$ cat config.mk
export PLATFORM = sky130hd
export DESIGN_NAME = pulse_arbiter
export DESIGN_NICKNAME = d
export VERILOG_FILES = /design/src/rtl/pulse_arbiter_pkg.sv /design/src/rtl/pulse_arbiter_rr_select.sv /design/src/rtl/pulse_arbiter.sv
export SDC_FILE = /design/constraint.sdc
export NUM_CORES = 1
export LEC_CHECK = 0
export ABC_AREA = 1
export BUFFER_PORTS_ARGS = -buffer_cell sky130_fd_sc_hd__buf_2
export CAP_MARGIN = 20
export CORE_AREA = 2 2 62 64
export DETAILED_ROUTE_END_ITERATION = 6
export DIE_AREA = 0 0 64 66
export PLACE_DENSITY_LB_ADDON = 0.05
export SLEW_MARGIN = 25
export SYNTH_ARGS = -nofsm -noshare
export SYNTH_HDL_FRONTEND = slang
export SYNTH_SLANG_ARGS = --single-unit
$ cat constraint.sdc
create_clock -name clk -period 2.7 [get_ports clk]
set_input_delay 0.135 -clock clk [delete_from_list [all_inputs] [get_ports clk]]
set_output_delay 0.135 -clock clk [all_outputs]
set_load 0.02 [all_outputs]
$ cat src/rtl/pulse_arbiter_pkg.sv
// Shared state encoding and default sizing for the pulse arbiter.
package pulse_arbiter_pkg;

  typedef enum logic [1:0] {
    IDLE = 2'b00,
    RUN  = 2'b01,
    DONE = 2'b10
  } state_t;

  localparam int unsigned N_REQ_DEF = 4;
  localparam int unsigned CW_DEF    = 4;

endpackage

$ cat src/rtl/pulse_arbiter_rr_select.sv
// Round-robin pick: first active requester after 'last', wrapping modulo N_REQ.
module rr_select
  import pulse_arbiter_pkg::*;
#(
  parameter int unsigned N_REQ = N_REQ_DEF,
  parameter int unsigned LW    = (N_REQ > 1) ? $clog2(N_REQ) : 1
) (
  input  logic [N_REQ-1:0] req,
  input  logic [LW-1:0]    last,
  output logic [N_REQ-1:0] pick
);

  // Scan from last+1 upward; the first hit wins, so pick is at most one-hot.
  always_comb begin
    logic          found;
    logic [LW-1:0] w_idx;
    found = 1'b0;
    w_idx = '0;
    pick  = '0;
    for (int unsigned i = 1; i <= N_REQ; i++) begin
      w_idx = LW'((32'(last) + i) % N_REQ);
      if (!found && req[w_idx]) begin
        pick[w_idx] = 1'b1;
        found       = 1'b1;
      end
    end
  end

endmodule

$ cat src/rtl/pulse_arbiter.sv
// Round-robin arbiter granting a shared pulse generator for limit+1 cycle bursts.
module pulse_arbiter
  import pulse_arbiter_pkg::*;
#(
  parameter int unsigned N_REQ = N_REQ_DEF,
  parameter int unsigned CW    = CW_DEF
) (
  input  logic                clk,
  input  logic                rst,
  input  logic [N_REQ-1:0]    req,
  input  logic [N_REQ*CW-1:0] limit_i,
  output logic [N_REQ-1:0]    gnt,
  output logic [N_REQ-1:0]    done,
  output logic                out,
  output logic [CW-1:0]       count,
  output logic                busy
);

  localparam int unsigned LW = (N_REQ > 1) ? $clog2(N_REQ) : 1;

  state_t           r_state, w_state_d;
  logic [N_REQ-1:0] r_gnt, w_gnt_d;
  logic [N_REQ-1:0] r_done, w_done_d;
  logic             r_out, w_out_d;
  logic [CW-1:0]    r_count, w_count_d;
  logic             r_busy, w_busy_d;
  logic [CW-1:0]    r_lim, w_lim_d;
  logic [LW-1:0]    r_last, w_last_d;

  logic [N_REQ-1:0] w_pick;
  logic [CW-1:0]    w_pick_lim;
  logic [LW-1:0]    w_gnt_idx;

  rr_select #(
    .N_REQ (N_REQ),
    .LW    (LW)
  ) u_rr_select (
    .req  (req),
    .last (r_last),
    .pick (w_pick)
  );

  // Limit slice belonging to the requester about to be granted.
  always_comb begin
    w_pick_lim = '0;
    for (int unsigned i = 0; i < N_REQ; i++) begin
      if (w_pick[i]) w_pick_lim = limit_i[i*CW +: CW];
    end
  end

  // Index of the requester currently holding the grant.
  always_comb begin
    w_gnt_idx = '0;
    for (int unsigned i = 0; i < N_REQ; i++) begin
      if (r_gnt[i]) w_gnt_idx = LW'(i);
    end
  end

  // Next-state and next-output logic; every output is taken from a register.
  always_comb begin
    w_state_d = r_state;
    w_gnt_d   = r_gnt;
    w_done_d  = '0;
    w_out_d   = r_out;
    w_count_d = r_count;
    w_busy_d  = r_busy;
    w_lim_d   = r_lim;
    w_last_d  = r_last;
    case (r_state)
      IDLE: begin
        if (|req) begin
          w_state_d = RUN;
          w_gnt_d   = w_pick;
          w_lim_d   = w_pick_lim;
          w_count_d = '0;
          w_out_d   = 1'b1;
          w_busy_d  = 1'b1;
        end
      end
      RUN: begin
        if (r_count != r_lim) begin
          w_count_d = r_count + CW'(1);
        end else begin
          w_state_d = DONE;
          w_out_d   = 1'b0;
          w_gnt_d   = '0;
          w_done_d  = r_gnt;
          w_last_d  = w_gnt_idx;
        end
      end
      DONE: begin
        w_state_d = IDLE;
        w_busy_d  = 1'b0;
      end
      default: begin
        w_state_d = IDLE;
        w_gnt_d   = '0;
        w_out_d   = 1'b0;
        w_busy_d  = 1'b0;
      end
    endcase
  end

  // State and output registers; reset parks arbitration so requester 0 goes first.
  always_ff @(posedge clk or negedge rst) begin
    if (!rst) begin
      r_state <= IDLE;
      r_gnt   <= '0;
      r_done  <= '0;
      r_out   <= 1'b0;
      r_count <= '0;
      r_busy  <= 1'b0;
      r_lim   <= '0;
      r_last  <= LW'(N_REQ - 1);
    end else begin
      r_state <= w_state_d;
      r_gnt   <= w_gnt_d;
      r_done  <= w_done_d;
      r_out   <= w_out_d;
      r_count <= w_count_d;
      r_busy  <= w_busy_d;
      r_lim   <= w_lim_d;
      r_last  <= w_last_d;
    end
  end

  assign gnt   = r_gnt;
  assign done  = r_done;
  assign out   = r_out;
  assign count = r_count;
  assign busy  = r_busy;

endmodule

==> reports/metrics.cfg <==
[global_route]
grt_pass1_vias=1298
gr-usage-met3_pct=1.02
grt_max_degree=23
grtUsageTotal_pct=16.9
grt_pass1_wl_mm=5.58
met2_usage_pct=30.9
grtUsageMet1_pct=20.2
grt-busiest-layer=met2
overflow=0
antenna_found_initial=0

[routing]
via_per_inst=4.83
drc=0
wire_per_inst_um=11.7
drt_iter0_markers=58
postRouteWirelength_mm=3.37
num_vias=1397
ant_nets=0
drtPass1Iterations=4

[timing]
worst_pin_slew_ns=0.480
rsz0062_at_grt=false
finalCriticalPeriod_ns=2.45
slew_headroom_pct=67.8
hold_violations=0
maxSlewViolCount=0
setup_viol=0
fmaxAchievable_mhz=409
period_share_pct=90.6
setup_tns_ns=0
fin_skew_ns=0.00732

[critical_path]
cp_max_fo=11
path_cells=inv_2, ha_1, inv_1, nand3_2, nand2_4, nand2_4, nor3b_2, nor2_1, nand2_2, inv_2, nor2_1, nor2_1, nand2_1, nand2_1
startpoint=r_last[0]$_DFFE_PN1P_
critPathCapture=r_lim[2]$_DFFE_PN0P_
crit_path_end_kind=flip-flop
crit_cells=14
crit_path_max_incr_delay_ns=0.66
arrival_ns=2.66
critical_path.top_delay_family=simple AND/OR/NAND/NOR gates
crit_path_start_kind=flip-flop
cp.buffers_inverters=3
cp_common_cell=nor2_1
rr_startpoint=r_last[0]$_DFFE_PN1P_
cp_slowest_cell=dfstp_2
crit_type=flip-flop to flip-flop
crit_required_ns=2.91
r2r_cells=14
r2r_setup_slack_ns=0.25
rr_endpoint=r_lim[2]$_DFFE_PN0P_

[synthesis]
synthCells=202
synth_xor_area_share_pct=2.86
yosys_warnings=0
synth-compound-area-share_pct=5.73
ys_seq_area_share_pct=36.2
synth_top_area_share_pct=32.7
ys_seq_elements=22
syn_nets=233
synthFlopType=dfrtp_1
synthAdderAreaFrac_pct=7.36
async_reset_ff_share_pct=100
yosys.area_share.simple_pct=41.0
avgSynthCellArea_sq_um=7.57
ys_types=25
yosysMostFrequentCell=nand2_1
synth-edff-count=0
netlist_top_cells_count=nand2_1, inv_1, nand3_1
synth.area.top_cells=dfrtp_1, nand2_1, ha_1
synthMuxAreaShare_pct=0
synth_top_family_by_area=simple AND/OR/NAND/NOR gates
synth_area_sq_mm=0.00153
yosysTopAreaCell=dfrtp_1

[place]
place_inst=284
port-buffer-count=35
place.gp.congestion=0.841
hpwl_mm=2.76

[finish]
final_cells=289
area_growth_pct=19.0
nNetsFinal=273
final_layout_size_suffix_gt1_share_pct=25.7
final_util_pct=51.2
diodes=0

[pwr]
ir_worst_vdd_uv=701
pwr-share-comb_pct=62.6
seq_power_share_pct=25.9
internal_power_mw=1.09
power.leakage_nw=1.02
power_density_mw_per_mm2=1200
clkPwrFrac_pct=11.5
power.switching_mw=1.10
p_sw_share_pct=50.3

[cts]
clock_sinks=22
cts_root_buf=clkbuf_4
numCtsBuffers=3
ctsResizeCount=0
clk_pin_slew_worst_paths_ns=0.13
htree_levels=1
clock_latency_ns=0.31
cts_tree=done
cts_max_path_buffers=2

[floorplanning]
core-area_sq_mm=0.00355
io_pins=36
row_count=22
die_y_um=66
dieArea_sq_mm=0.00422
start_util_pct=43.1
dieWidth_um=64

[hold_path]
hold_start=limit_i[9]
hp-class=input pin to flip-flop

[flow_run]
maxCapViolations=0

[status]
outcome=finished, final reports clean

## power groups by stage
| stage | sequential [mW] | clock (mW) | combinational, mW |
|---|---|---|---|
| floorplan | 0.621 | 0 | 1.01 |
| global placement | 0.565 | 0 | 1.37 |
| detailed placement | 0.569 | 0 | 1.38 |
| CTS | 0.567 | 0.256 | 1.38 |
| global route | 0.588 | 0.273 | 1.54 |
| finish | 0.565 | 0.252 | 1.37 |
## repair_timing
action	in CTS	in global routing
hold endpoints to repair	20	0
hold buffers	1	0
endpoints found under the setup margin	0	0
setup buffers	0	0
## layout make-up
| type | count | area (sq um) |
|---|---|---|
| clock buffer | 3 | 22.5 |
| clock inverter | 1 | 30.0 |
| fill | 362 | 1730 |
| inverter | 26 | 97.6 |
| multi-input combinational | 153 | 871 |
| sequential | 22 | 553 |
| tap | 48 | 60.1 |
| timing repair buffer | 36 | 185 |
## per-stage QoR
stage          power (mW)  setup slack, ns  area [sq um]  hold slack [ns]
6_report             2.19            0.253          1820            0.136
5_1_grt              2.40           0.0312          1820            0.147
4_1_cts              2.20            0.271          1820            0.135
3_5_place_dp         1.95            0.302          1760            0.123
3_3_place_gp         1.93            0.396          1760            0.114
2_1_floorplan        1.63            0.544          1530           -0.161
## state kept, by name, summed over array words and instances, names as in the netlist
register  count
busy          1
count         4
done          4
gnt           4
out           1
r_last        2
r_lim         4
r_state       2
## worst reg2reg max path: stages (launching register included)
cell and delay (ns):
dfstp_2 0.66, inv_2 0.15, ha_1 0.38, inv_1 0.11
nand3_2 0.15, nand2_4 0.12, nand2_4 0.08, nor3b_2 0.17
nor2_1 0.07, nand2_2 0.10, inv_2 0.07, nor2_1 0.10
nor2_1 0.05, nand2_1 0.09, nand2_1 0.05
## placed cells by master, fill, tap and decap left out
master,instances
dfstp_2,2
nor2_1,15
nand4_1,1
inv_1,22
nor4_1,1
xor2_1,1
nor3_1,3
dlygate4sd3_1,1
nand3b_4,2
nand3_4,2
nand3_1,21
nor3b_1,1
dfrtp_1,20
o22ai_1,2
bufinv_16,1
o21ai_0,6
nor2_8,1
xnor2_1,4
a21oi_1,9
ha_1,9
nor3b_2,1
clkbuf_4,3
inv_2,4
nand2_4,2
nand2_1,63
nand2_2,7
nand3_2,2
buf_2,35
## cell families (layout without fill, tap and decap cells)
kind of cell,after synthesis,after routing
AO/OA/AOI/OAI,17,17
XOR/XNOR,5,5
adder cells (fa/ha/maj),9,9
buffers and inverters,27,66
flip-flops,22,22
AND/OR/NAND/NOR,122,122
## metal layers
metal	part of all wire [%]	vias up
met2	53	13
met1	44	659
met4	2.3	0
met3	1.1	7
li1	-	718
met5	0	-
## worst min-delay path by stage
| stage | to | slack [ns] | cells after the start |
|---|---|---|---|
| finish | r_lim[1]$_DFFE_PN0P_ | 0.14 | 5 |
| global route | r_lim[3]$_DFFE_PN0P_ | 0.15 | 5 |
| CTS | r_lim[3]$_DFFE_PN0P_ | 0.13 | 5 |
| detailed placement | gnt[0]$_DFFE_PN0P_ | 0.12 | 1 |
| global placement | gnt[0]$_DFFE_PN0P_ | 0.11 | 1 |
| floorplan | busy$_DFFE_PN0P_ | -0.16 | 0 |
Power figures use the tool's default switching activity.
